$ cat config.mk
export PLATFORM = sky130hd
export DESIGN_NAME = echo_meter
export DESIGN_NICKNAME = d
export VERILOG_FILES = /design/src/rtl/sonic_pkg.sv /design/src/rtl/echo_div58.sv /design/src/rtl/echo_meter.sv
export SDC_FILE = /design/constraint.sdc
export NUM_CORES = 1
export LEC_CHECK = 0
export CORE_ASPECT_RATIO = 1.5
export CORE_MARGIN = 3
export CORE_UTILIZATION = 47
export CTS_CLUSTER_SIZE = 28
export DETAILED_ROUTE_END_ITERATION = 16
export GPL_ROUTABILITY_DRIVEN = 0
export HOLD_SLACK_MARGIN = 0.1
export PLACE_DENSITY_LB_ADDON = 0.08
export SLEW_MARGIN = 0
export SYNTH_ARGS = -nofsm -noshare
export SYNTH_HDL_FRONTEND = slang
export SYNTH_HIERARCHICAL = 1
export SYNTH_SLANG_ARGS = --single-unit
$ cat constraint.sdc
create_clock -name clk -period 2.98 [get_ports clk]
set_input_delay 0.894 -clock clk [delete_from_list [all_inputs] [get_ports clk]]
set_output_delay 0.894 -clock clk [all_outputs]
set_load 0.01 [all_outputs]
$ cat src/rtl/sonic_pkg.sv
// sonic_pkg: shared state encoding and widths for the ultrasonic echo path
package sonic_pkg;
  typedef enum logic [2:0] {IDLE, WAIT_RISE, COUNT, DIVIDE, HOLD} state_t;
  localparam int US_PER_CM = 58;
  localparam int US_W = 16;
  localparam int CM_W = 10;
endpackage

$ cat src/rtl/echo_div58.sv
// echo_div58: 16-cycle restoring divider of an echo width by US_PER_CM
module echo_div58
  import sonic_pkg::*;
(
  input  logic            clk,
  input  logic            rst_n,
  input  logic            start,
  input  logic [US_W-1:0] dividend,
  output logic            busy,
  output logic            done,
  output logic [CM_W-1:0] quotient
);
  logic [US_W-1:0] quo;
  logic [5:0] rem;
  logic [3:0] cnt;
  logic [6:0] trial;
  logic ge;
  assign trial = {rem, quo[US_W-1]};
  assign ge = trial >= 7'(US_PER_CM);
  assign quotient = quo[CM_W-1:0];
  // one quotient bit per cycle, dividend shifted out MSB first as quotient shifts in
  always_ff @(posedge clk or negedge rst_n)
    if (!rst_n) begin
      quo <= '0;
      rem <= '0;
      cnt <= '0;
      busy <= 1'b0;
      done <= 1'b0;
    end else begin
      done <= 1'b0;
      if (start) begin
        quo <= dividend;
        rem <= '0;
        cnt <= '0;
        busy <= 1'b1;
      end else if (busy) begin
        rem <= ge ? 6'(trial - 7'(US_PER_CM)) : trial[5:0];
        quo <= {quo[US_W-2:0], ge};
        cnt <= cnt + 4'd1;
        busy <= cnt != 4'd15;
        done <= cnt == 4'd15;
      end
    end
endmodule

$ cat src/rtl/echo_meter.sv
// echo_meter: times the sensor echo in us and converts it to cm (ECHO_TIMEOUT_EN adds the timeout)
module echo_meter
  import sonic_pkg::*;
#(
  parameter int CLK_FREQ_HZ = 100_000_000,
  parameter int TIMEOUT_US = 38000
) (
  input  logic            clk,
  input  logic            rst_n,
  input  logic            i_measure,
  input  logic            echo,
  output logic            o_read,
  output logic            o_done,
  output logic            o_timeout,
  output logic [CM_W-1:0] o_dist_cm,
  output logic [US_W-1:0] o_echo_us,
  output logic            o_valid
);
  localparam int DIV = CLK_FREQ_HZ / 1_000_000;
  localparam int PW = $clog2(DIV);
  if (DIV < 2 || DIV * 1_000_000 != CLK_FREQ_HZ || TIMEOUT_US >= 65536)
    $error("echo_meter: unsupported CLK_FREQ_HZ or TIMEOUT_US");
  state_t state, nxt;
  logic s1, s2, dly, rise, fall;
  logic [PW-1:0] pre;
  logic [US_W-1:0] us_cnt, us_nxt;
  logic run, arm, tick, to_hit, latch, finish, expire;
  logic div_busy, div_done;
  logic [CM_W-1:0] quotient;
  assign rise = s2 & ~dly;
  assign fall = ~s2 & dly;
  assign run = state == WAIT_RISE || state == COUNT;
  assign arm = state == IDLE && i_measure;
  assign tick = run && pre == PW'(DIV - 1);
  assign us_nxt = (tick && us_cnt != '1) ? us_cnt + 1'b1 : us_cnt;
  // two-flop synchroniser plus a delay flop for edge detection
  always_ff @(posedge clk or negedge rst_n)
    if (!rst_n) {s1, s2, dly} <= '0;
    else {s1, s2, dly} <= {echo, s1, s2};
`ifdef ECHO_TIMEOUT_EN
  logic [US_W-1:0] total;
  assign to_hit = run && total == US_W'(TIMEOUT_US);
  // total elapsed time since arming; deliberately not cleared on the rising edge
  always_ff @(posedge clk or negedge rst_n)
    if (!rst_n) total <= '0;
    else if (arm) total <= '0;
    else if (tick && total != '1) total <= total + 1'b1;
`else
  assign to_hit = 1'b0;
`endif
  // state register
  always_ff @(posedge clk or negedge rst_n)
    if (!rst_n) state <= IDLE;
    else state <= nxt;
  // next state: abort beats fall, fall beats timeout, timeout beats a late rise
  always_comb begin
    nxt = state;
    case (state)
      IDLE:      nxt = i_measure ? WAIT_RISE : IDLE;
      WAIT_RISE: nxt = !i_measure ? IDLE : to_hit ? HOLD : rise ? COUNT : WAIT_RISE;
      COUNT:     nxt = !i_measure ? IDLE : fall ? DIVIDE : to_hit ? HOLD : COUNT;
      DIVIDE:    nxt = div_done ? HOLD : DIVIDE;
      HOLD:      nxt = i_measure ? HOLD : IDLE;
      default:   nxt = IDLE;
    endcase
  end
  // transition events that drive the registered pulses and output loads
  always_comb begin
    latch = state == COUNT && nxt == DIVIDE;
    finish = state == DIVIDE && div_done;
    expire = run && nxt == HOLD;
  end
  // prescaler restarts on arming and on the rising edge so the width is edge-aligned
  always_ff @(posedge clk or negedge rst_n)
    if (!rst_n) pre <= '0;
    else pre <= (!run || arm || tick || (state == WAIT_RISE && rise)) ? '0 : pre + 1'b1;
  // width counter, handshake pulses and held results; the latched width includes a tick landing on the fall
  always_ff @(posedge clk or negedge rst_n)
    if (!rst_n) begin
      us_cnt <= '0;
      o_read <= 1'b0;
      o_done <= 1'b0;
      o_timeout <= 1'b0;
      o_echo_us <= '0;
      o_dist_cm <= '0;
      o_valid <= 1'b0;
    end else begin
      us_cnt <= (arm || (state == WAIT_RISE && nxt == COUNT)) ? '0 : us_nxt;
      o_read <= latch;
      o_done <= finish;
      o_timeout <= expire;
      if (latch) o_echo_us <= us_nxt;
      if (finish) begin
        o_dist_cm <= quotient;
        o_valid <= 1'b1;
      end
    end
  echo_div58 u_div (
    .clk     (clk),
    .rst_n   (rst_n),
    .start   (latch && !div_busy),
    .dividend(us_nxt),
    .busy    (div_busy),
    .done    (div_done),
    .quotient(quotient)
  );
endmodule

==> flow_metrics.env, run 1 <==
export IMPL_status="finished clean"
export IMPL_wl_met1_um=3580
export IMPL_synth_area_sq_um=4100
export IMPL_rsz0062_at_grt="no"
export IMPL_synth_edf_count=0
export IMPL_min_period_ns=2.57
export IMPL_synthCells=416
export IMPL_period_share_pct=86.3
export IMPL_grt_max_degree=44
export IMPL_io_buffers=33
export IMPL_ys_warn_count=6
export IMPL_h_tree_depth=3
export IMPL_fin_ws_ns=0.407
export IMPL_cp_required_ns=3.20
export IMPL_drtPass1Iterations=4
export IMPL_area_delta_synth_final_pct=17.3
export IMPL_startpoint="pre[0]"
export IMPL_vias=2876
export IMPL_routedWlPerCell_um=14.5
export IMPL_layout_drive_gt1_share_pct=8.72
export IMPL_num_rows=41
export IMPL_maxCapViolations=0
export IMPL_post_place_ws_ns=0.130
export IMPL_dpl_hpwl_um=5880
export IMPL_cts_buffers=9
export IMPL_cts_max_path_buffers=2
export IMPL_critPathCaptureType="flip-flop"
export IMPL_synth_xor_area_share_pct=4.92
export IMPL_synth_seq_cells=87
export IMPL_syn_num_nets=424
export IMPL_setup_viol=0
export IMPL_cts_root_buf="clkbuf_16"
export IMPL_muxShareOfSynthArea_pct=5.01
export IMPL_die_area_sq_um=9900
export IMPL_async_reset_ff_share_pct=100
export IMPL_cts_tree="built"
export IMPL_core_area_sq_um=8460
export IMPL_fin_setup_tns_ns=0
export IMPL_synth_distinct_cells=50
export IMPL_grt_pass1_vias=2921
export IMPL_hp_class="flip-flop to flip-flop"
export IMPL_leakage_nw=2.24
export IMPL_placed_cell_area_sq_um=4480
export IMPL_clk_latency_ns=0.33
export IMPL_ir_drop_v=0.000542
export IMPL_dp_cells=538
export IMPL_max_freq_mhz=389
export IMPL_seq_area_frac_synth_pct=53.1
export IMPL_postRouteAntennaNets=0
export IMPL_cts_sinks=87
export IMPL_post_cts_buffers=0
export IMPL_cts_resized_gates=0
export IMPL_slew_viol_final=0
export IMPL_r2r_start="pre[0]"
export IMPL_grt_pass1_wl_um=13800
export IMPL_path_clk_slew_ns=0.06
export IMPL_synth_top_family_by_area="simple AND/OR/NAND/NOR gates"
export IMPL_holdWs_ns=0.349
export IMPL_cts_hold_buf=0
export IMPL_grt_overflow=0
export IMPL_routed_wl_met3_um=210
export IMPL_final_cell_count_no_fill=554
export IMPL_r2r_end="u_div/quo[11]"
export IMPL_floorplan_initialDensity_pct=48.4
export IMPL_routed_via_density=5.19
export IMPL_grt_use_total_pct=18.1
export IMPL_yosys_area_share_adder_pct=1.22
export IMPL_path_class="flip-flop to flip-flop"
export IMPL_dr_wl_met2_um=4110
export IMPL_antenna_found_initial=0
export IMPL_path_max_fanout=8
export IMPL_tightestPinTransition_ns=0.559
export IMPL_dieWidth_um=82.2
export IMPL_endpoint="u_div/quo[11]"
export IMPL_nNetsFinal=450
export IMPL_worstSetupStartpointType="flip-flop"
export IMPL_drt_iter0_drc=89
export IMPL_arrival_ns=2.79
export IMPL_final_area_sq_um=4810
export IMPL_synth_compound_area_share_pct=9.59
export IMPL_synthFlopType="dfrtp_1"
export IMPL_p_per_area_nw_per_um2=858
export IMPL_p_total_mw=4.12
export IMPL_wl_um=8030
export IMPL_final_util_pct=56.8
export IMPL_syn_avg_cell_area_sq_um=9.85
export IMPL_reg2reg_depth=8
export IMPL_diodes=0
export IMPL_fp_dieH_um=120
export IMPL_reg2reg_slack_ns=0.41
export IMPL_ios=34
export IMPL_skew_ns=0.00670
export IMPL_max_slew_margin_pct=62.8
export IMPL_routed_top_layer="met4"
export IMPL_drc_errors=0
export IMPL_synth_simple_area_share_pct=20.0
export IMPL_hold_violations=0
-- layout by cell type, fill, tap and decap left out, types with 3 or more instances in the layout --
master and instances:
nand3b_1 4, ha_1 4, o21ai_1 20, nand4_1 8, nor2_1 40, buf_4 12, and4_1 4, and3_1 3
inv_1 23, mux2i_1 19, nand2_1 69, o21ai_0 12, dfrtp_1 87, nand2b_1 8, a21o_1 3, xnor2_1 11
nand3_1 7, xor2_1 12, or4_1 3, a21oi_1 12, a211oi_1 4, clkbuf_16 9, clkinv_2 3, clkdlybuf4s50_1 32
-- layout make-up --
type,instances,area [sq um]
fillers,783,3660
flip-flops and latches,87,2180
multi-input cells,277,1680
repair buffers,44,410
clock buffers,10,239
well taps,107,134
inverters,23,86.3
clock inverters,6,83.8
-- how the worst min path moves through the flow --
stage / startpoint / to / cells after the start
2_1_floorplan: s1 / s2 / 0
3_3_place_gp: s1 / s2 / 0
3_5_place_dp: s1 / s2 / 0
4_1_cts: s1 / s2 / 0
5_1_grt: s1 / s2 / 0
6_report: s1 / s2 / 0
-- synth_stat cells (2+ instances only) --
cell type / n / share of area [%]
a211oi_1: 4 / 0.73
nand4_1: 8 / 1.2
a21o_1: 3 / 0.55
nand2_1: 69 / 6.3
o21ai_0: 12 / 1.5
buf_2: 5 / 0.61
xnor2_1: 11 / 2.4
and4_1: 4 / 0.85
clkbuf_1: 13 / 1.2
nand3b_1: 4 / 0.73
o21ai_1: 20 / 2.4
buf_4: 10 / 1.8
a311oi_1: 2 / 0.43
ha_1: 4 / 1.2
or4_1: 3 / 0.55
nor2b_1: 2 / 0.31
nand2b_1: 8 / 1.2
and3_1: 3 / 0.46
nor4_1: 2 / 0.31
nand4b_1: 2 / 0.43
nand3_1: 7 / 0.85
inv_1: 23 / 2.1
and2_1: 2 / 0.31
o211ai_1: 2 / 0.37
nor2_1: 41 / 3.8
dfrtp_1: 87 / 53
xor2_1: 12 / 2.6
mux2i_1: 19 / 4.6
a21oi_1: 12 / 1.5
o21ai_2: 2 / 0.43
-- where the power goes --
| part | switching (mW) | leakage, nW | internal, mW |
|---|---|---|---|
| Sequential | 0.297 | 1.11 | 1.51 |
| Combinational | 0.518 | 0.966 | 0.606 |
| Clock | 0.442 | 0.162 | 0.754 |
| Total | 1.26 | 2.24 | 2.87 |
-- cell families after synthesis --
| logic type | Yosys count |
|---|---|
| multiplexers | 20 |
| adder cells (fa/ha/maj) | 4 |
| other | 1 |
| buffers and inverters | 52 |
| flip-flops | 87 |
| XOR/XNOR | 23 |
| AO/OA/AOI/OAI | 64 |
| AND/OR/NAND/NOR | 165 |
-- layer usage --
layer,track usage (%),up-vias
li1,-,1447
met5,0,-
met2,29.7,40
met4,7.69,0
met1,22.7,1379
met3,3.73,10
-- sequential cells by signal (all words and copies together) (netlist names) --
name,cells
dly,1
o_dist_cm,10
o_done,1
o_echo_us,16
o_read,1
o_timeout,1
o_valid,1
pre,7
s1,1
s2,1
state,3
u_div/busy,1
u_div/cnt,4
u_div/done,1
u_div/quo,16
u_div/rem,6
us_cnt,16
-- worst max-delay path: stages, from the launching register on --
cell and delay, ns:
dfrtp_1 0.36, ha_1 0.22, nand4bb_1 0.16, or4_1 0.71, or3b_1 0.45, xor2_1 0.36, inv_1 0.07, nand2_1 0.07
o21ai_1 0.05
(Power assumes the default switching activity.)
==> run 2: changes to the inputs <==
--- a/config.mk
+++ b/config.mk
@@ -10,7 +10,7 @@
 export CORE_UTILIZATION = 47
 export CTS_CLUSTER_SIZE = 28
 export DETAILED_ROUTE_END_ITERATION = 16
-export GPL_ROUTABILITY_DRIVEN = 0
+export GPL_ROUTABILITY_DRIVEN = 1
 export HOLD_SLACK_MARGIN = 0.1
 export PLACE_DENSITY_LB_ADDON = 0.08
 export SLEW_MARGIN = 0
==> results of run 2 <==
Same layout as run 1: the final DEF is identical, and so are final timing and power.
==> run 3: changes to the inputs <==
--- a/config.mk
+++ b/config.mk
@@ -6,7 +6,7 @@
 export NUM_CORES = 1
 export LEC_CHECK = 0
 export CORE_ASPECT_RATIO = 1.5
-export CORE_MARGIN = 3
+export CORE_MARGIN = 1.5
 export CORE_UTILIZATION = 47
 export CTS_CLUSTER_SIZE = 28
 export DETAILED_ROUTE_END_ITERATION = 16
==> run 3 against run 2 <==
Net effect: routed wire length decreased by 0.51%; final area decreased by 0.23%; largest power group unchanged; largest cell class unchanged; worst setup slack improved by 0.018 ns; power decreased by 1.1%.
==> flow_metrics.env, run 3 (synthesized netlist as in run 1, its figures left out) <==
export IMPL_path_clk_slew_ns=0.06
export IMPL_die_area_sq_um=9300
export IMPL_path_cells="ha_1, nand4bb_1, or4_1, or3b_1, xor2_1, inv_1, nand2_1, o21ai_1"
export IMPL_cts_buffers=9
export IMPL_num_rows=41
export IMPL_hold_end="s2"
export IMPL_layout_common_cells="dfrtp_1 (87), nand2_1 (69), nor2_1 (40), clkdlybuf4s50_1 (32), inv_1 (23)"
export IMPL_drt_iter0_drc=78
export IMPL_io_buffers=33
export IMPL_fin_setup_tns_ns=0
export IMPL_floorplan_initialDensity_pct=48.4
export IMPL_path_max_fanout=8
export IMPL_post_cts_buffers=0
export IMPL_max_freq_mhz=391
export IMPL_swShare_pct=30.6
export IMPL_setup_viol=0
export IMPL_p_per_area_nw_per_um2=851
export IMPL_postRouteAntennaNets=0
export IMPL_drc_errors=0
export IMPL_rsz0062_at_grt="no"
export IMPL_multi_input_comb_area_sq_um=1680
export IMPL_dieWidth_um=79.2
export IMPL_cp_slowest_cell="or4_1"
export IMPL_layout_drive_gt1_share_pct=8.28
export IMPL_cts_max_path_buffers=2
export IMPL_power_frac_comb_pct=27.4
export IMPL_regArea_sq_um=2180
export IMPL_grt_pass1_vias=2847
export IMPL_worstSetupStartpointType="flip-flop"
export IMPL_cts_resized_gates=0
export IMPL_tightestPinTransition_ns=0.575
export IMPL_r2r_start="pre[0]"
export IMPL_leakage_nw=2.23
export IMPL_grt_overflow=0
export IMPL_dr_wl_met2_um=4080
export IMPL_cts_sinks=87
export IMPL_clock_power_share_pct=28.2
export IMPL_fp_dieH_um=117
export IMPL_worstHoldPathCells=0
export IMPL_layout_commonest_cell="dfrtp_1"
export IMPL_maxCapViolations=0
export IMPL_period_share_pct=85.7
export IMPL_routed_via_density=5.13
export IMPL_core_area_sq_um=8460
export IMPL_hp_class="flip-flop to flip-flop"
export IMPL_critPathCaptureType="flip-flop"
export IMPL_hold_start="s1"
export IMPL_clk_latency_ns=0.33
export IMPL_drtPass1Iterations=5
export IMPL_routed_wl_met3_um=222
export IMPL_nFillCells=773
export IMPL_cts_hold_buf=0
export IMPL_path_class="flip-flop to flip-flop"
export IMPL_holdWs_ns=0.347
export IMPL_switchingPower_mw=1.25
export IMPL_cp_required_ns=3.20
export IMPL_critPathMaxStageDelay_ns=0.71
export IMPL_area_delta_synth_final_pct=17.0
export IMPL_hold_violations=0
export IMPL_grt_pass1_wl_um=13900
export IMPL_ir_drop_v=0.000612
export IMPL_cts_root_buf="clkbuf_16"
export IMPL_reg2reg_depth=8
export IMPL_dpl_hpwl_um=5810
export IMPL_r2r_end="u_div/quo[11]"
export IMPL_final_cell_count_no_fill=554
export IMPL_cts_tree="built"
export IMPL_reg2reg_slack_ns=0.43
export IMPL_reg_top3="o_echo_us: 16 flops, u_div/quo: 16 flops, us_cnt: 16 flops"
export IMPL_wl_um=7990
export IMPL_h_tree_depth=3
export IMPL_status="finished clean"
export IMPL_final_util_pct=56.7
export IMPL_dp_cells=538
export IMPL_wl_met1_um=3570
export IMPL_grt_use_total_pct=19.3
export IMPL_arrival_ns=2.77
export IMPL_max_slew_margin_pct=61.7
export IMPL_slew_viol_final=0
export IMPL_power_frac_seq_pct=44.3
export IMPL_ios=34
export IMPL_routedWlPerCell_um=14.4
export IMPL_place_congestion=0.848
export IMPL_diodes=0
export IMPL_min_period_ns=2.55
export IMPL_skew_ns=0.00576
export IMPL_vias=2843
export IMPL_routed_top_layer="met4"
export IMPL_nNetsFinal=450
export IMPL_antenna_found_initial=0
export IMPL_grt_max_degree=43
export IMPL_p_int_mw=2.83
==> run 3: critical path, delay by kind of cell, from the launching register on <==
kind	cells	cell delay [ns]
xor gates and xnor gates	1	0.32
DFF	1	0.36
and+or+nand+nor	4	1.40
buffers and inverters	1	0.09
adders and majority gates	1	0.21
AOI/OAI and AO/OA	1	0.05
==> run 3: metrics by stage <==
stage               area (sq um)  setup slack (ns)  total power [mW]
finish                      4800             0.426              4.08
floorplan                   4100             0.420              2.60
global route                4800             0.225              4.35
CTS                         4800             0.413              4.13
detailed placement          4480             0.143              2.95
global placement            4480             0.176              2.92
==> run 3: how the worst max path moves through the flow <==
stage,end,cells after the start,from
finish,u_div/quo[11],8,pre[0]
CTS,u_div/quo[11],8,pre[0]
detailed placement,o_echo_us[9],7,i_measure
global route,u_div/quo[11],8,pre[0]
floorplan,u_div/quo[13],9,i_measure
global placement,o_echo_us[9],7,i_measure
==> run 3: power groups by stage <==
stage / sequential (mW) / clock [mW] / combinational [mW]
finish: 1.81 / 1.15 / 1.12
detailed placement: 1.83 / 0 / 1.13
floorplan: 1.77 / 0 / 0.835
global placement: 1.82 / 0 / 1.10
CTS: 1.81 / 1.18 / 1.14
global route: 1.86 / 1.23 / 1.26
==> run 3: routing by layer <==
metal | vias up | GRT usage [%]
met4 | 0 | 6.69
li1 | 1433 | -
met3 | 8 | 4.67
met2 | 34 | 32.0
met1 | 1368 | 24.2
met5 | - | 0
==> run 3: layout make-up <==
class	count	share of cell area (%)
inverter	23	1.80
multi-input combinational	277	35.0
sequential	87	45.4
timing repair buffer	44	8.56
clock inverter	2	0.783
clock buffer	14	5.71
tap	107	2.79
